`config.mk`:
```
export PLATFORM = sky130hd
export DESIGN_NAME = cnn16_mem_arbiter
export DESIGN_NICKNAME = d
export VERILOG_FILES = /design/src/rtl/cnn16_pkg.sv /design/src/rtl/cnn16_load_counter.sv /design/src/rtl/cnn16_mem_arbiter.sv
export SDC_FILE = /design/constraint.sdc
export NUM_CORES = 1
export LEC_CHECK = 0
export ABC_AREA = 1
export CELL_PAD_IN_SITES_DETAIL_PLACEMENT = 0
export CELL_PAD_IN_SITES_GLOBAL_PLACEMENT = 2
export CORE_MARGIN = 3
export CORE_UTILIZATION = 25
export CTS_BUF_LIST = sky130_fd_sc_hd__clkbuf_4 sky130_fd_sc_hd__clkbuf_8
export CTS_CLUSTER_SIZE = 8
export DETAILED_ROUTE_END_ITERATION = 16
export PLACE_DENSITY_LB_ADDON = 0.1
export SLEW_MARGIN = 20
export SYNTH_ARGS = -nofsm -noshare
export SYNTH_HDL_FRONTEND = slang
export SYNTH_SLANG_ARGS = --single-unit
```
`constraint.sdc`:
```
create_clock -name clk -period 3 [get_ports clk]
set_clock_uncertainty 0.05 [all_clocks]
set_input_delay 0.45 -clock clk [delete_from_list [all_inputs] [get_ports clk]]
set_output_delay 0.45 -clock clk [all_outputs]
set_load 0.005 [all_outputs]
```
`src/rtl/cnn16_pkg.sv`:
```
// Shared constants and state encoding for the cnn16 RAM arbiter.
// The loader, the CPU port and the load counter all use these.
package cnn16_pkg;

  localparam int ADDR_W = 12;
  localparam int DATA_W = 16;
  localparam int LD_MAX = 4096;

  typedef enum logic [2:0] {
    GAP     = 3'd0,
    LOAD    = 3'd1,
    READY   = 3'd2,
    CPU_WR  = 3'd3,
    CPU_RD1 = 3'd4,
    CPU_RD2 = 3'd5
  } arb_state_t;

endpackage

```
`src/rtl/cnn16_load_counter.sv`:
```
// Counts loader words in the current load session.
// The count saturates at LD_MAX instead of wrapping.
module cnn16_load_counter
  import cnn16_pkg::*;
#(
  parameter int CNT_W = ADDR_W + 1
) (
  input  logic             clk,
  input  logic             rst,
  input  logic             clr,
  input  logic             inc,
  output logic [CNT_W-1:0] count
);

  logic [CNT_W-1:0] r_count;

  always_ff @(posedge clk) begin
    if (!rst) begin
      r_count <= '0;
    end else if (clr) begin
      r_count <= '0;
    end else if (inc && (r_count != CNT_W'(LD_MAX))) begin
      r_count <= r_count + CNT_W'(1);
    end
  end

  assign count = r_count;

endmodule

```
`src/rtl/cnn16_mem_arbiter.sv`:
```
// Single-port arbiter for cnn16_ram, shared by the program loader and the CPU.
// It drains any in-flight CPU access before the loader takes the RAM port.
module cnn16_mem_arbiter
  import cnn16_pkg::*;
(
  input  logic              clk,
  input  logic              rst,
  input  logic              ld_en,
  input  logic              ld_we,
  input  logic [ADDR_W-1:0] ld_addr,
  input  logic [DATA_W-1:0] ld_data,
  input  logic              cpu_req,
  input  logic              cpu_we,
  input  logic [ADDR_W-1:0] cpu_addr,
  input  logic [DATA_W-1:0] cpu_wdata,
  input  logic [DATA_W-1:0] mem_rdata,
  output logic [ADDR_W-1:0] mem_addr,
  output logic [DATA_W-1:0] mem_wdata,
  output logic              mem_we,
  output logic              mem_ready,
  output logic              cpu_ack,
  output logic [DATA_W-1:0] cpu_rdata,
  output logic [ADDR_W:0]   ld_count,
  output logic              ld_err,
  output logic [2:0]        dbg_state
);

  // CPU handshake: cpu_req is accepted only in READY (mem_ready=1, ld_en=0);
  // the CPU holds cpu_req and its operands until the one-cycle cpu_ack pulse,
  // then drops cpu_req for at least one cycle.
  arb_state_t        r_state;
  logic [ADDR_W-1:0] r_mem_addr;
  logic [DATA_W-1:0] r_mem_wdata;
  logic [DATA_W-1:0] r_rdata_hold;
  logic              r_mem_we;
  logic              r_mem_ready;
  logic              r_cpu_ack;
  logic              r_ld_err;

  logic              w_enter_load;
  logic              w_ld_inc;
  logic              w_ld_strobe_err;

  assign w_enter_load    = ld_en && (r_state inside {GAP, READY, CPU_WR, CPU_RD2});
  assign w_ld_inc        = (r_state == LOAD) && ld_we;
  assign w_ld_strobe_err = ld_we && r_mem_ready;

  cnn16_load_counter #(
    .CNT_W (ADDR_W + 1)
  ) u_load_counter (
    .clk   (clk),
    .rst   (rst),
    .clr   (w_enter_load),
    .inc   (w_ld_inc),
    .count (ld_count)
  );

  always_ff @(posedge clk) begin
    if (!rst) begin
      r_state      <= GAP;
      r_mem_addr   <= '0;
      r_mem_wdata  <= '0;
      r_rdata_hold <= '0;
      r_mem_we     <= 1'b0;
      r_mem_ready  <= 1'b0;
      r_cpu_ack    <= 1'b0;
      r_ld_err     <= 1'b0;
    end else begin
      r_mem_we  <= 1'b0;
      r_cpu_ack <= 1'b0;
      if (w_ld_strobe_err) begin
        r_ld_err <= 1'b1;
      end
      case (r_state)
        GAP: begin
          if (ld_en) begin
            r_state <= LOAD;
          end else begin
            r_state     <= READY;
            r_mem_ready <= 1'b1;
          end
        end
        LOAD: begin
          // A strobe sampled together with ld_en falling is still written.
          r_mem_we    <= ld_we;
          r_mem_addr  <= ld_addr;
          r_mem_wdata <= ld_data;
          if (!ld_en) begin
            r_state <= GAP;
          end
        end
        READY: begin
          if (ld_en) begin
            r_state     <= LOAD;
            r_mem_ready <= 1'b0;
          end else if (cpu_req) begin
            r_mem_addr <= cpu_addr;
            if (cpu_we) begin
              r_mem_wdata <= cpu_wdata;
              r_mem_we    <= 1'b1;
              r_cpu_ack   <= 1'b1;
              r_state     <= CPU_WR;
            end else begin
              r_state <= CPU_RD1;
            end
          end
        end
        CPU_RD1: begin
          r_cpu_ack <= 1'b1;
          r_state   <= CPU_RD2;
        end
        CPU_WR, CPU_RD2: begin
          if (r_state == CPU_RD2) begin
            r_rdata_hold <= mem_rdata;
          end
          r_state     <= ld_en ? LOAD : READY;
          r_mem_ready <= !ld_en;
        end
        default: begin
          r_state     <= GAP;
          r_mem_ready <= 1'b0;
        end
      endcase
    end
  end

  assign mem_addr  = r_mem_addr;
  assign mem_wdata = r_mem_wdata;
  assign mem_we    = r_mem_we;
  assign mem_ready = r_mem_ready;
  assign cpu_ack   = r_cpu_ack;
  assign ld_err    = r_ld_err;
  assign dbg_state = r_state;
  // The RAM output is only valid during CPU_RD2, so it bypasses the hold register then.
  assign cpu_rdata = (r_state == CPU_RD2) ? mem_rdata : r_rdata_hold;

endmodule

```
Word-level counts from Yosys, hierarchy flattened
Cells that the tools add are included.
{"block": "op_classes", "shift": 0, "multipliers": 0, "eq_ne": 13, "div": 0, "n_addsub": 1, "n_reduce_logical": 16, "order_cmp": 0, "bitwise": 2, "muxes": 22}
{"cell": "2-to-1 mux 16 bit", "count": 4}
{"cell": "one-hot mux 16 bit (2 select lines)", "count": 1}
{"cell": "2-to-1 mux 12 bit", "count": 2}
{"cell": "one-hot mux 12 bit (2 select lines)", "count": 1}
{"cell": "adder 13 x 1 -> 13 bit, second input constant", "count": 1}
{"cell": "!= test 13 bit, second input constant", "count": 1}
{"cell": "2-to-1 mux 3 bit", "count": 4}
{"cell": "!= test 2 bit, second input constant", "count": 6}
{"cell": "one-hot mux 3 bit (4 select lines)", "count": 1}
{"cell": "== test 3 x 2 -> 1 bit, second input constant", "count": 2}
{"cell": "== test 3 bit, second input constant", "count": 2}
{"cell": "AND reduction 3 bit", "count": 2}
{"cell": "OR reduction 2 bit", "count": 3}
{"cell": "2-to-1 mux 1 bit", "count": 5}
{"cell": "logical AND 1 bit", "count": 4}
{"cell": "one-hot mux 1 bit (2 select lines)", "count": 2}
{"cell": "one-hot mux 1 bit (4 select lines)", "count": 1}
{"cell": "AND reduction 4 bit", "count": 1}
{"cell": "nonzero test 4 bit", "count": 1}
{"cell": "== test 3 x 1 -> 1 bit, second input constant", "count": 1}
{"cell": "zero test 3 bit", "count": 1}
{"cell": "!= test 3 bit, second input constant", "count": 1}
{"cell": "OR reduction 3 bit", "count": 1}
{"cell": "2-to-1 mux 2 bit", "count": 1}
{"cell": "other kinds (4)", "count": 5}
{"block": "word_totals", "mem_count": 0, "ramBits": 0, "latchBits": 0, "input_bits": 78, "mem_bits_ro": 0, "elab_cells": 63, "ff_bits": 64}

Depth between registers and ports, before layout
Gate-level depths: netlist (run 1).
{"block": "depth", "depth_word": 4, "mapped_depth": 9, "depth_no_buf": 8}

Hierarchy
From an unflattened synthesis (run 1), not the netlist that was laid out.
{"block": "unflattened", "cells_unflattened": 548, "area_unflattened_um2": 3419.5}
{"module": "cnn16_mem_arbiter", "seq_area_each_um2": 1021.0, "n_inst": 1, "cells_per_inst": 408, "area_per_inst_um2": 2523.7}
{"module": "cnn16_load_counter", "seq_area_each_um2": 260.2, "n_inst": 1, "cells_per_inst": 140, "area_per_inst_um2": 895.9}

Least setup slack after synthesis (run 1)
No wires, ideal clock.
{"block": "synth_timing", "path_type": "reg-to-output", "from": "register r_state[1], in the netlist dbg_state[1]", "to": "output port cpu_rdata[10]", "arrival_time_ns": 1.133, "path_slack_ns": 1.367, "path_stages_with_launch": 7, "cell_sequence": "dfxtp_1 -> inv_2 -> nand3_1 -> inv_1 -> buf_2 -> buf_2 -> a21oi_1"}
{"block": "synth_between", "elab_chain_cells": 2}
{"element": "from (decl)", "line_no": "cnn16_mem_arbiter.sv:31", "source": "arb_state_t r_state;"}
{"element": "from (signal assigned)", "line_no": "cnn16_mem_arbiter.sv:116", "source": "r_state <= ld_en ? LOAD : READY;"}
{"element": "== test 3 bit", "line_no": "cnn16_mem_arbiter.sv:135", "source": "assign cpu_rdata = (r_state == CPU_RD2) ? mem_rdata : r_rdata_hold;"}
{"element": "2-to-1 mux 16 bit"}
{"element": "to (decl)", "line_no": "cnn16_mem_arbiter.sv:22", "source": "output logic [DATA_W-1:0] cpu_rdata,"}
No other way between the ends.

Final worst setup path (run 1)
{"block": "layout_timing", "from": "register r_state[0], in the netlist dbg_state[0]", "to": "output port cpu_rdata[12]"}
The elaborated chain is that of the path after synthesis.

==> results.toml, run 1 <==
[clock_network]
cts_tree = "done"
clkSinkCount = 64
tritoncts.num_buffers = 9
cts_hold_buf = 0
clockBufferDepth = 2
cts_htree_levels = 3
post-cts-setup-buffers = 0
ctsRootBufferMaster = "clkbuf_8"
clock_latency_on_the_worst_skew_pair_ns = 0.35
clkTransAtPathRegs_ns = 0.07

[place]
gp_congestion = 0.699
hpwl_um = 7480
buffer_ports.inserted = 141
postPlaceCellArea_um2 = 5040
dp_slack_ns = 0.577

[route]
totalWireLength_um = 10500
total_via_count_after_detailed_routing = 3595
detail_route.iter0.violations = 132
average_wire_length_per_cell_after_detail_routing_um = 12.5
drtPass1Iterations = 4
drc = 0
vias_per_cell = 4.28
route.antenna.remaining_nets = 0

[sta]
final_cycle_utilization_of_the_critical_path_pct = 91.2
slew_violations = 0
finalSetupTns_ns = 0
shortest_period_the_worst_path_allows_ns = 2.74
timing_hold_violations_final = 0
rsz0062_at_grt = "false"
worst_slew_pin_slew_ns = 0.591
max_freq_mhz = 365
normalized_max_slew_margin_pct = 60.5
setup_viol = 0
final_critical_path_setup_slack_ns = 0.264

[power]
post-layout-total-power_mw = 2.18
vdd.ir_drop.worst_v = 0.000188
power_density_nw_per_um2 = 417
static-leakage-power_nw = 2.13

[critical_path]
worst_r2r_endpoint = "mem_wdata[2]"
endpoint_kind = "output pin"
cp_class = "reg2out"
worst_setup_path_startpoint = "dbg_state[0]"
critical_path_maximum_fanout = 48
critical_path.startpoint_type = "flop"
crit_path_end = "cpu_rdata[12]"
reg2reg_start = "dbg_state[2]"
crit_required_ns = 2.50
arr_time_crit_path_ns = 2.24
worstRegToRegCells = 7
reg2reg_setup_slack_ns = 0.82

[finish]
syn2layout_area_growth_pct = 47.5
antenna_cells_inserted = 0
nets = 740
final_design_area_no_fill_um2 = 5220
ff_latch_area_um2 = 1280
post_route_cells_drive_above_1_share_pct = 8.13
utilization_pct = 38.5
fillerInstances = 1499
multiInputGateArea_um2 = 1860

[status]
result_of_the_run = "finished clean"

[yosys]
synth-main-ff-cell = "dfxtp_1"
synth.net_count = 610
avgSynthCellArea_um2 = 6.67
synth_edf_count = 0
synth_top_area_share_pct = 36.2
post-synth-top-count-cell = "nand2_1"
synth_area_leaders = "dfxtp_1, nand2_1, inv_1"
synth-seq-area-share_pct = 36.2
synthesis.yosys.warnings = 0
yosys_register_bits = 64
synth.top_cells.by_count = "nand2_1, dfxtp_1, inv_1"
yosysUniqueCellTypes = 35
netlist.top_cell.by_area = "dfxtp_1"
netlist_instances = 530
share_of_flip_flops_with_an_asynchronous_set_or_reset_pct = 0
synth.cell_area_um2 = 3530

[global_routing]
overflow = 0
grt_antenna_before_repair = 0
grt_max_degree = 49
grt_pass1_vias = 3500
global_route_wire_length_before_repair_um = 17300
grt.total_usage_pct = 13.5

[min_path]
hold_class = "reg2reg"

[floorplan]
io-pin-count = 142
die_x_um = 125
die-height_um = 125
die_area_um2 = 15600
core_um2 = 13600
initial_core_util_pct = 26.1
num_rows = 42

[run]
max_cap_viol = 0
state kept, by name, summed over array words and instances (netlist names):
name / count
mem_wdata: 16
r_rdata_hold: 16
u_load_counter.count: 13
mem_addr: 12
dbg_state: 3
cpu_ack: 1
ld_err: 1
mem_ready: 1
mem_we: 1
power breakdown:
part           internal (mW)  total, mW  switching (mW)
registers              0.907      0.942          0.0355
clock network          0.334      0.672           0.337
logic                  0.286      0.562           0.277
total                   1.53       2.18           0.650
critical path, cell delays in order, from the launching register on:
cell,delay (ns)
dfxtp_1,0.44
nand3_1,0.16
inv_1,0.09
buf_6,0.26
or2_0,0.16
inv_1,0.05
a21oi_1,0.15
clkdlybuf4s50_1,0.54
logic make-up (layout without fill, tap and decap cells):
kind of cell,after synthesis,in the layout,synth area share [%]
DFF,64,64,36.2
and+or+nand+nor,278,278,33.4
AOI/OAI and AO/OA,93,93,17.4
adders and majority gates,2,2,0.708
buffers and inverters,89,223,11.3
xor gates and xnor gates,4,4,0.991
placed cells by master (no fill, tap or decap), drive strengths merged:
cell type and n:
nand3 13, o211ai 17, xor2 3, clkbuf 11, nor2 52, clkdlybuf4s50 141
nor3 2, or2 16, nand2 187, inv 63, o21ai 6, a211oi 16
xnor2 1, a21oi 54, nand4 4, buf 4, clkinv 4, ha 2
nand3b 4, dfxtp 64
cell type report:
type | count | area share (%)
inverters | 63 | 4.63
multi-input cells | 377 | 35.6
repair buffers | 145 | 27.7
clock buffers | 11 | 2.90
well taps | 176 | 4.22
flip-flops and latches | 64 | 24.6
clock inverters | 4 | 0.384
worst min path at each step:
| stage | endpoint | from | cells past startpoint |
|---|---|---|---|
| floorplan | ld_err | ld_err | 2 |
| global route | mem_wdata[5] | mem_wdata[5] | 2 |
| global placement | mem_wdata[4] | mem_wdata[4] | 2 |
| CTS | mem_wdata[4] | mem_wdata[4] | 2 |
| detailed placement | mem_wdata[4] | mem_wdata[4] | 2 |
| finish | mem_wdata[4] | mem_wdata[4] | 2 |
through the flow:
stage / hold WS (ns) / std cells
2_1_floorplan: 0.410 / 530
3_3_place_gp: 0.402 / 825
3_5_place_dp: 0.404 / 825
4_1_cts: 0.415 / 840
5_1_grt: 0.438 / 840
6_report: 0.416 / 840
per-layer routing:
metal  up-vias  GRT usage, %  wire [µm]
met5         -             0          0
met4         0          3.64        113
met3         8          6.05        867
met2        90          22.5       4950
met1      1566          16.0       4590
li1       1931             -          -
what timing repair did:
item                                    CTS  global route
endpoints found under the hold margin     0             0
gates resized for setup                   0             1
endpoints found under the setup margin    0             1
No activity file was read; power rests on OpenSTA's default activity.
==> run 2, diff against run 1 <==
--- a/config.mk
+++ b/config.mk
@@ -14,7 +14,6 @@
 export CTS_CLUSTER_SIZE = 8
 export DETAILED_ROUTE_END_ITERATION = 16
 export PLACE_DENSITY_LB_ADDON = 0.1
-export SLEW_MARGIN = 20
 export SYNTH_ARGS = -nofsm -noshare
 export SYNTH_HDL_FRONTEND = slang
 export SYNTH_SLANG_ARGS = --single-unit
==> results of run 2 <==
Same layout as run 1: the final DEF is identical, and so are final timing and power.
==> run 3, diff against run 2 <==
--- a/config.mk
+++ b/config.mk
@@ -14,6 +14,7 @@
 export CTS_CLUSTER_SIZE = 8
 export DETAILED_ROUTE_END_ITERATION = 16
 export PLACE_DENSITY_LB_ADDON = 0.1
+export REMOVE_ABC_BUFFERS = 1
 export SYNTH_ARGS = -nofsm -noshare
 export SYNTH_HDL_FRONTEND = slang
 export SYNTH_SLANG_ARGS = --single-unit
==> results.toml, run 3 (synthesis gave the netlist of run 1 again) <==
[status]
result_of_the_run = "finished clean"

[route]
drtPass1Iterations = 4
route.antenna.remaining_nets = 0
average_wire_length_per_cell_after_detail_routing_um = 12.6
vias_per_cell = 4.34
totalWireLength_um = 10600
detail_route.iter0.violations = 131
drc = 0
total_via_count_after_detailed_routing = 3642

[floorplan]
core_um2 = 13600
die_x_um = 125
io-pin-count = 142
die-height_um = 125
num_rows = 42
die_area_um2 = 15600
initial_core_util_pct = 26.1

[finish]
nets = 740
final_design_area_no_fill_um2 = 5290
finalNonFillerCells = 840
mostFrequentLayoutCell = "nand2_1"
syn2layout_area_growth_pct = 49.6
utilization_pct = 39.0
antenna_cells_inserted = 0
post_route_cells_drive_above_1_share_pct = 8.13
layout.cells.most_common_list = "nand2_1, clkdlybuf4s50_1, dfxtp_1"

[global_routing]
grtUsageMet3_pct = 6.17
grt_util_met1_pct = 16.0
gr-usage-met2_pct = 22.6
global_route_wire_length_before_repair_um = 17200
globalRoute.busiestLayer = "met2"
grt.total_usage_pct = 13.6
grt_antenna_before_repair = 0
grt_pass1_vias = 3446
overflow = 0
grt_max_degree = 49

[clock_network]
post_cts.resized_instances = 0
cts_tree = "done"
clock_latency_on_the_worst_skew_pair_ns = 0.35
clkTransAtPathRegs_ns = 0.06
tritoncts.num_buffers = 9
cts_htree_levels = 3
ctsRootBufferMaster = "clkbuf_8"
cts_hold_buf = 0
clkSinkCount = 64
post-cts-setup-buffers = 0
clockBufferDepth = 2

[sta]
setup_viol = 0
max_freq_mhz = 375
finalSetupTns_ns = 0
shortest_period_the_worst_path_allows_ns = 2.67
worst_hold_slack_ns = 0.418
worst_slew_pin_slew_ns = 0.604
final_critical_path_setup_slack_ns = 0.334
normalized_max_slew_margin_pct = 59.7
rsz0062_at_grt = "false"
final_cycle_utilization_of_the_critical_path_pct = 88.9
slew_violations = 0
timing_hold_violations_final = 0

[place]
hpwl_um = 7650
gp_congestion = 0.746
postPlaceCellArea_um2 = 5060
numPlacedInstances = 825
dp_slack_ns = 0.690
buffer_ports.inserted = 141

[critical_path]
crit_path_end = "cpu_rdata[12]"
reg2reg_start = "dbg_state[2]"
endpoint_kind = "output pin"
critPathMaxStageDelay_ns = 0.53
critical_path_maximum_fanout = 48
path_cells = "nand3_1, inv_1, buf_12, or2_0, inv_1, a21oi_1, clkdlybuf4s50_1"
reg2reg_setup_slack_ns = 0.82
cp_max_stage_cell = "clkdlybuf4s50_1"
crit_required_ns = 2.50
critical_path.most_common_cell = "inv_1"
worst_r2r_endpoint = "mem_wdata[15]"
arr_time_crit_path_ns = 2.17
critical_path.startpoint_type = "flop"
cp_class = "reg2out"
worstRegToRegCells = 7
worst_setup_path_startpoint = "dbg_state[2]"

[power]
post-layout-total-power_mw = 2.36
vdd.ir_drop.worst_v = 0.000174
static-leakage-power_nw = 2.16
power_density_nw_per_um2 = 446

[min_path]
hold_class = "reg2reg"

[run]
max_cap_viol = 0
[run 3: cell types whose count changed in the layout (fill, tap and decap cells not counted), sizes merged]
cell,delta
bufinv,+2
clkbuf,+1
clkinv,-3
[run 3: critical path: cells and delay by family (launching register included)]
family / cells / cell delay, ns
buffers and inverters: 4 / 0.90
DFF: 1 / 0.45
and+or+nand+nor: 2 / 0.29
AOI/OAI and AO/OA: 1 / 0.16
[run 3: final cells by class]
| cell class | count | area [µm²] |
|---|---|---|
| Inverter | 63 | 241 |
| Sequential cell | 64 | 1280 |
| Tap cell | 176 | 220 |
| Fill cell | 1476 | 8270 |
| Timing Repair Buffer | 145 | 1470 |
| Multi-Input combinational cell | 377 | 1860 |
| Clock inverter | 3 | 65.1 |
| Clock buffer | 12 | 159 |
[run 3: worst min-delay path by stage]
stage	start	slack [ns]	cells past startpoint	to
after floorplan	ld_err	0.41	2	ld_err
after global placement	ld_err	0.40	2	ld_err
after detailed placement	mem_wdata[2]	0.41	2	mem_wdata[2]
after CTS	mem_wdata[2]	0.42	2	mem_wdata[2]
after global routing	mem_wdata[0]	0.43	2	mem_wdata[0]
final	mem_wdata[2]	0.42	2	mem_wdata[2]
[run 3: report_power, final]
group | internal [mW] | switching (mW)
Sequential | 0.907 | 0.0375
Combinational | 0.287 | 0.274
Clock | 0.517 | 0.338
Total | 1.71 | 0.649
[run 3: routing by layer]
layer	wire (µm)	vias up
met4	117	0
met1	4690	1603
met3	889	13
met5	0	-
met2	4880	93
li1	-	1933
